## src/rtl/throttle_ramp_ctrl.sv

```systemverilog
// Purpose: debounces two pedal inputs and turns them into a rate-limited 8-bit motor speed command.
// Latency: a pedal change is accepted after DEB_CYCLES edges; speed_cmd then moves one step per RAMP_DIV-cycle tick.
// Backpressure: none; cmd_valid is a one-cycle strobe and the consumer must capture speed_cmd when it sees it.
module throttle_ramp_ctrl #(
  parameter int DEB_CYCLES = 3,
  parameter int RAMP_DIV   = 1024,
  parameter int UP_STEP    = 4,
  parameter int DOWN_STEP  = 8,
  parameter int BRAKE_STEP = 16
) (
  input  logic       clk,
  input  logic       rst,
  input  logic       en,
  input  logic [3:0] accel_in,
  input  logic [3:0] brake_in,
  input  logic       temp_fault,
  output logic [7:0] speed_cmd,
  output logic       cmd_valid,
  output logic [2:0] ramp_state
);

  typedef enum logic [2:0] {
    IDLE  = 3'd0,
    ACCEL = 3'd1,
    HOLD  = 3'd2,
    DECEL = 3'd3,
    BRAKE = 3'd4
  } ramp_state_t;

  localparam logic [4:0]  DEB       = 5'(DEB_CYCLES);
  localparam logic [15:0] TICK_LAST = 16'(RAMP_DIV - 1);
  localparam logic [9:0]  UP10      = 10'(UP_STEP);
  localparam logic [9:0]  DN10      = 10'(DOWN_STEP);
  localparam logic [9:0]  BRK10     = 10'(BRAKE_STEP);

  // Index 0 is the accelerator pedal, index 1 the brake pedal.
  logic [3:0] raw  [2];
  logic [3:0] held [2];
  logic [3:0] cnt  [2];
  logic [3:0] filt [2];
  logic [4:0] run  [2];

  logic [3:0]  accel_f;
  logic [3:0]  brake_f;
  logic [3:0]  pedal_diff;
  logic [7:0]  target_full;
  logic [7:0]  target;
  logic [15:0] tick_cnt;
  logic        tick;
  logic [9:0]  up_sum;
  logic [9:0]  dn_step;
  logic [9:0]  dn_floor;
  logic [7:0]  dn_diff;
  logic [7:0]  speed_nxt;
  ramp_state_t st;

  // Count how many consecutive edges (including this one) have seen the current raw value.
  always_comb begin
    raw[0] = accel_in;
    raw[1] = brake_in;
    for (int i = 0; i < 2; i++) begin
      run[i] = 5'd1;
      if (raw[i] == held[i]) begin
        run[i] = {1'b0, cnt[i]} + 5'd2;
      end
    end
  end

  // Debouncers: reload on any raw change, accept the value once it has been stable long enough.
  always_ff @(posedge clk) begin
    if (rst || !en) begin
      for (int i = 0; i < 2; i++) begin
        held[i] <= 4'd0;
        cnt[i]  <= 4'd0;
        filt[i] <= 4'd0;
      end
    end else begin
      for (int i = 0; i < 2; i++) begin
        if (raw[i] != held[i]) begin
          held[i] <= raw[i];
          cnt[i]  <= 4'd0;
        end else if (cnt[i] != 4'hF) begin
          cnt[i] <= cnt[i] + 4'd1;
        end
        if (run[i] >= DEB) begin
          filt[i] <= raw[i];
        end
      end
    end
  end

  assign accel_f = filt[0];
  assign brake_f = filt[1];

  // Target speed: pedal difference scaled by 16 (max 240), halved while overheated.
  always_comb begin
    pedal_diff  = accel_f - brake_f;
    target_full = (accel_f > brake_f) ? {pedal_diff, 4'b0000} : 8'd0;
    target      = temp_fault ? {1'b0, target_full[7:1]} : target_full;
  end

  // Ramp tick divider; it restarts from zero whenever the system is disabled or reset.
  always_ff @(posedge clk) begin
    if (rst || !en) begin
      tick_cnt <= 16'd0;
    end else if (tick_cnt == TICK_LAST) begin
      tick_cnt <= 16'd0;
    end else begin
      tick_cnt <= tick_cnt + 16'd1;
    end
  end

  assign tick = en && (tick_cnt == TICK_LAST);

  // Next speed: one clamped step toward the target per tick; wide arithmetic avoids wrap.
  always_comb begin
    speed_nxt = speed_cmd;
    up_sum    = {2'b00, speed_cmd} + UP10;
    dn_step   = (brake_f != 4'd0) ? BRK10 : DN10;
    dn_floor  = {2'b00, target} + dn_step;
    dn_diff   = speed_cmd - dn_step[7:0];
    if (tick) begin
      if (speed_cmd < target) begin
        speed_nxt = (up_sum >= {2'b00, target}) ? target : up_sum[7:0];
      end else if (speed_cmd > target) begin
        speed_nxt = ({2'b00, speed_cmd} <= dn_floor) ? target : dn_diff;
      end
    end
  end

  // Output register; cmd_valid flags the first cycle a new speed value is visible.
  always_ff @(posedge clk) begin
    if (rst) begin
      speed_cmd <= 8'd0;
      cmd_valid <= 1'b0;
    end else if (!en) begin
      speed_cmd <= 8'd0;
      cmd_valid <= (speed_cmd != 8'd0);
    end else begin
      speed_cmd <= speed_nxt;
      cmd_valid <= (speed_nxt != speed_cmd);
    end
  end

  // Ramp state is a pure decode of the current speed, target and brake level.
  always_comb begin
    st = IDLE;
    if (speed_cmd < target) begin
      st = ACCEL;
    end else if (speed_cmd > target) begin
      st = (brake_f != 4'd0) ? BRAKE : DECEL;
    end else if (target != 8'd0) begin
      st = HOLD;
    end
  end

  assign ramp_state = st;

endmodule

```

## config.mk

```make
export PLATFORM = sky130hd
export DESIGN_NAME = throttle_ramp_ctrl
export DESIGN_NICKNAME = d
export VERILOG_FILES = /design/src/rtl/throttle_ramp_ctrl.sv
export SDC_FILE = /design/constraint.sdc
export NUM_CORES = 1
export LEC_CHECK = 0
export CORE_MARGIN = 4
export CORE_UTILIZATION = 45
export CTS_CLUSTER_SIZE = 25
export DETAILED_ROUTE_END_ITERATION = 6
export GPL_ROUTABILITY_DRIVEN = 1
export PLACE_DENSITY = 0.66
export SYNTH_ARGS = -nofsm -noshare
export SYNTH_HDL_FRONTEND = slang
export SYNTH_SLANG_ARGS = --single-unit
export TNS_END_PERCENT = 1
```

## constraint.sdc

```tcl
create_clock -name clk -period 4.85 [get_ports clk]
set_clock_uncertainty 0.1 [all_clocks]
set_input_delay 0.97 -clock clk [delete_from_list [all_inputs] [get_ports clk]]
set_output_delay 0.97 -clock clk [all_outputs]
set_load 0.03 [all_outputs]
```

# Word level (Yosys, flattened, before mapping)
# Memory sizes are Yosys's and may differ from the RTL's.
# Cells that the tools add are included.
[classes] mux=45 n_eq_ne=8 order_cmp=7 n_addsub=9 n_bitwise=9 n_reduce_logical=8
[ops] op="$mux 8" count=7
[ops] op="$mux 4" count=8
[ops] op="$mux 1" count=23
[ops] op="$add 16x1->16 const B" count=1
[ops] op="$eq 16x10->1 const B" count=1
[ops] op="$reduce_bool 8->1" count=2
[ops] op="$mux 5" count=3
[ops] op="$add 4x2->5 const B" count=2
[ops] op="$ge 5x2->1 const B" count=2
[ops] op="$add 8x3->9 const B" count=1
[ops] op="$add 8x5->9" count=1
[ops] op="$ge 9x8->1" count=1
[ops] op="$le 8x9->1" count=1
[ops] op="$mux 3" count=3
[ops] op="$add 4x1->4 const B" count=2
[ops] op="$eq 4x4->1" count=2
[ops] op="$gt 8x8->1" count=1
[ops] op="$lt 8x8->1" count=1
[ops] op="$ne 4x4->1" count=2
[ops] op="$ne 4x4->1 const B" count=2
[ops] op="$ne 8x8->1" count=1
[ops] op="$or 1x1->1" count=8
[ops] op="$sub 8x5->8" count=1
[ops] op="$gt 4x4->1" count=1
[ops] op="other kinds (8)" count=9
[totals] mem_bits_rw=24 memories=3 output_inout_bits=12 ff_bits=25 wordCells=92
[mem_list] name="cnt" depth=2 width=4 rd=2 rd_clocked_by_memory_dff=0 wr=2 line="39" source="logic [3:0] cnt [2];"
[mem_list] name="filt" depth=2 width=4 rd=2 rd_clocked_by_memory_dff=0 wr=2 line="40" source="logic [3:0] filt [2];"
[mem_list] name="held" depth=2 width=4 rd=2 rd_clocked_by_memory_dff=0 wr=2 line="38" source="logic [3:0] held [2];"

# Longest topological paths before layout
# An unclocked memory read counts as a cell.
[depth] depth_word=12 ltp_mapped=23 depth_no_buf=22

# Worst setup path after synthesis
# No wires, ideal clock.
[synth_timing] path_type="reg2reg" from="mem filt[0][0]" to="reg cmd_valid" required_time_ps=4630 arrival_ps=4609 synth_period_minus_slack_ps=4829 n_path_buf=1 path_slack_ps=21 path_stages_with_launch=24 cell_sequence="edfxtp_1 > inv_1 > ha_1 > inv_1 > fa_1 > a211o_2 > o21ai_0 > or3_2 > inv_1 > ha_1 > fa_1 > nand4_1 > xor2_1 > ha_1 > and3_1 > o21a_1 > o21a_1 > o41a_1 > buf_6 > and3_1 > a311o_1 > a221oi_2 > a41oi_1 > o31a_1"
[synth_rtl] element="start: declaration" line="40"
[synth_rtl] element="end signal: assignment" line="138" source="cmd_valid <= (speed_cmd != 8'd0);"
[synth_rtl] element="end signal: assignment" line="141" source="cmd_valid <= (speed_nxt != speed_cmd);"
[synth_rtl] element="end: declaration" line="18" source="output logic cmd_valid,"

==> impl_table.tex <==
\begin{tabular}{lr}
\hline
Metric & Value \\
\hline
\multicolumn{2}{l}{\textbf{Run status}} \\
Outcome & completed \\
\multicolumn{2}{l}{\textbf{Worst setup path}} \\
Largest driver fanout on the critical path & 5 \\
Endpoint arrival time on the critical path & 4.80 ns \\
Endpoint type of the worst setup path & register \\
Critical setup path kind & register to register \\
Critical Path Start Type & register \\
Minimum setup slack among reg-to-reg paths & 0.14 ns \\
Data required time at the worst endpoint & 4.94 ns \\
\multicolumn{2}{l}{\textbf{Global routing}} \\
Via count of the first global-routing pass & 2,943 \\
Pin count of the biggest net entering global routing & 16 \\
Total Routing Usage GR & 16.9\% \\
Wire length of the first global-routing pass & 13,400 microns \\
Number of antenna violations at the first check in global routing & 0 \\
Grt ovf & 0 \\
\multicolumn{2}{l}{\textbf{Place}} \\
DP Wirelength & 6220 microns \\
Placer congestion estimate & 0.860 \\
Count of buffers inserted at the top-level ports & 23 \\
Pre-CTS worst setup slack & -0.256 ns \\
\multicolumn{2}{l}{\textbf{Timing}} \\
Final setup slack of the worst path & 0.138 ns \\
Final hold violations & 0 \\
Share of the clock period used by the worst path & 97.1\% \\
Max Fclk & 212 MHz \\
Worst hold slack after final layout & 0.367 ns \\
Post-layout minimum cycle time & 4.71 ns \\
Setup\_tns & 0 ns \\
Relative slew margins & 39.3\% \\
Final-report setup violation count & 0 \\
Fin. max-slew vios & 0 \\
RSZ-0062 raised after global routing & true \\
Actual slew at the worst max-slew pin & 0.908 ns \\
\multicolumn{2}{l}{\textbf{Clock tree}} \\
Clock latency of the later-clocked register in the worst-skew pair & 0.30 ns \\
Maximum buffer depth of the clock tree & 2 \\
Clock tree from TritonCTS & built \\
CTS root buffer & sky130\_fd\_sc\_hd\_\_clkbuf\_8 \\
CTS Buf Count & 5 \\
Clock-pin slew on the worst setup and hold paths & 0.08 ns \\
H-tree depth & 2 \\
TritonCTS sink count & 49 \\
Quantity of hold-fixing buffers added after cts & 0 \\
\multicolumn{2}{l}{\textbf{Synth}} \\
Count of flip-flops with a built-in enable after synthesis & 24 \\
Share of synthesized area spent on multiplexers & 0.910\% \\
Most frequent cell after synthesis & sky130\_fd\_sc\_hd\_\_nor2\_1 \\
Async S/R FF share, synth & 0\% \\
Nets in the synthesized netlist & 446 \\
Xor-xnor portion of the synthesized cell area & 8.33\% \\
Predominant post-synthesis flop cell & sky130\_fd\_sc\_hd\_\_dfxtp\_1 \\
Largest cells by area after synthesis & sky130\_fd\_sc\_hd\_\_edfxtp\_1, sky130\_fd\_sc\_hd\_\_dfxtp\_1, sky130\_fd\_sc\_hd\_\_ha\_1 \\
Cell count after synthesis & 401 \\
Basic-gate share of the synthesized area counting and, or, nand and nor cells & 24.5\% \\
Top cell types by occurrence after synthesis & sky130\_fd\_sc\_hd\_\_nor2\_1, sky130\_fd\_sc\_hd\_\_nand2\_1, sky130\_fd\_sc\_hd\_\_ha\_1, sky130\_fd\_sc\_hd\_\_a21oi\_1, sky130\_fd\_sc\_hd\_\_dfxtp\_1 \\
Area of the mapped netlist & 3580 sq um \\
Dominant combinational cell family by area after synthesis & simple AND/OR/NAND/NOR gates \\
Synthesis warning total & 0 \\
Mean instance size in the synthesized netlist & 8.92 sq um \\
Post-synthesis share of cell area spent on full adders, half adders and majority gates & 12.2\% \\
Register area share after synthesis & 34.1\% \\
Flip-flop and latch count after synthesis & 49 \\
Area share of the largest cell type after synthesis & 20.2\% \\
Synth cell types & 62 \\
Synth Area in Compound Gates & 14.5\% \\
Top cell type by total area after synthesis & sky130\_fd\_sc\_hd\_\_edfxtp\_1 \\
\multicolumn{2}{l}{\textbf{Finish}} \\
Fraction of layout instances using a drive strength above 1 & 14.3\% \\
Net total in the final layout & 498 \\
Diodes inserted & 0 \\
Share of the core filled with cells & 54.4\% \\
Layout Area Growth over Synthesis & 17.6\% \\
\multicolumn{2}{l}{\textbf{Routing}} \\
Antenna Nets Post-Route & 0 \\
Number of search-and-repair iterations in the first detailed-routing pass & 4 \\
Total Routed Length & 7900 microns \\
Vias after detailed routing & 3,048 \\
Total DRC errors in the routed layout & 0 \\
Vias per cell & 5.48 \\
Average wire per standard cell & 14.2 microns \\
Starting DRT DRC Count & 178 \\
\multicolumn{2}{l}{\textbf{Floorplanning}} \\
Std-Cell Core Area & 7730 sq um \\
Horiz. Die Dim & 97.1 microns \\
Die Ht & 97.1 microns \\
I/O pin count & 24 \\
Starting Density & 46.3\% \\
Area of the die & 9440 sq um \\
Floorplan row count & 32 \\
\multicolumn{2}{l}{\textbf{Run}} \\
Count of maximum capacitance violations & 0 \\
\multicolumn{2}{l}{\textbf{Power}} \\
Peak VDD IR & 0.202 mV \\
Power density over the cells & 251 nW/um\^{}2 \\
Leakage power of the design & 1.76 nW \\
Post-layout power & 1.06 mW \\
\multicolumn{2}{l}{\textbf{Worst hold path}} \\
Class of the tightest hold or removal check & register to register \\
\hline
\end{tabular}
==> cells in the final DEF (no fill, tap or decap), types with 21 or more instances in the layout <==
cell / instances
sky130_fd_sc_hd__nand2_1: 36
sky130_fd_sc_hd__edfxtp_1: 24
sky130_fd_sc_hd__ha_1: 29
sky130_fd_sc_hd__dfxtp_1: 25
sky130_fd_sc_hd__a21oi_1: 26
sky130_fd_sc_hd__nor2_1: 38
sky130_fd_sc_hd__buf_4: 36
sky130_fd_sc_hd__xor2_1: 24
sky130_fd_sc_hd__and3_1: 21
sky130_fd_sc_hd__inv_1: 24
==> metal layers <==
metal  wire length [microns]  GRT usage [%]
met5                       0              0
met4                     187           6.70
met3                     325           2.37
met2                    3800           29.3
met1                    3590           21.1
==> report_power, final <==
part	switching, mW	leakage, nW	internal (mW)
sequential	0.00408	0.485	0.439
clock	0.126	0.0385	0.102
combinational	0.203	1.23	0.182
total	0.333	1.76	0.723
==> flip-flops by register name (all words and copies together) (netlist names) <==
name,flops
held,8
cnt,8
speed_cmd,8
cmd_valid,1
tick_cnt,16
filt,8
==> worst max-delay path, stage by stage (launching register included) <==
cell	delay [ns]
sky130_fd_sc_hd__edfxtp_1	0.36
sky130_fd_sc_hd__inv_1	0.06
sky130_fd_sc_hd__ha_1	0.16
sky130_fd_sc_hd__inv_1	0.05
sky130_fd_sc_hd__fa_1	0.37
sky130_fd_sc_hd__a211o_2	0.33
sky130_fd_sc_hd__o211ai_1	0.21
sky130_fd_sc_hd__nor2_1	0.19
sky130_fd_sc_hd__ha_1	0.33
sky130_fd_sc_hd__a21o_2	0.20
sky130_fd_sc_hd__nand2_1	0.10
sky130_fd_sc_hd__xnor2_1	0.13
sky130_fd_sc_hd__ha_1	0.26
sky130_fd_sc_hd__and3_1	0.18
sky130_fd_sc_hd__o21a_1	0.11
sky130_fd_sc_hd__o21a_1	0.20
sky130_fd_sc_hd__o41a_1	0.15
sky130_fd_sc_hd__and3_1	0.19
sky130_fd_sc_hd__a311o_1	0.30
sky130_fd_sc_hd__a221oi_2	0.25
sky130_fd_sc_hd__a41oi_1	0.13
sky130_fd_sc_hd__o31a_1	0.25
==> final timing paths <==
check               from          end  depth (start not counted)
max           filt[0][0]    cmd_valid                         21
min reg2reg  tick_cnt[0]  tick_cnt[0]                          1
max reg2reg   filt[0][0]    cmd_valid                         21
min          tick_cnt[0]  tick_cnt[0]                          1
==> through the flow <==
step           instance area [sq um]  std cells
2_1_floorplan                   3580        401
3_3_place_gp                    4060        545
3_5_place_dp                    4060        545
4_1_cts                         4150        553
5_1_grt                         4200        556
6_report                        4200        556
==> layout make-up <==
type / count / area [sq um]
clock buffers: 7 / 76.3
multi-input cells: 316 / 2200
inverters: 24 / 90.1
repair buffers: 57 / 482
clock inverters: 1 / 7.51
fillers: 729 / 3520
flip-flops and latches: 49 / 1220
well taps: 102 / 128
==> cells by family after synthesis <==
group                    Yosys count
AO/OA/AOI/OAI                     77
multiplexers                       3
adder cells (fa/ha/maj)           33
buffers and inverters             36
AND/OR/NAND/NOR                  169
flip-flops                        49
XOR/XNOR                          34
==> repair_timing <==
action	CTS	global route
endpoints found under the setup margin	1	5
setup buffers	0	3
gates resized for setup	3	9
pin swaps	2	5
(Power assumes the default switching activity.)
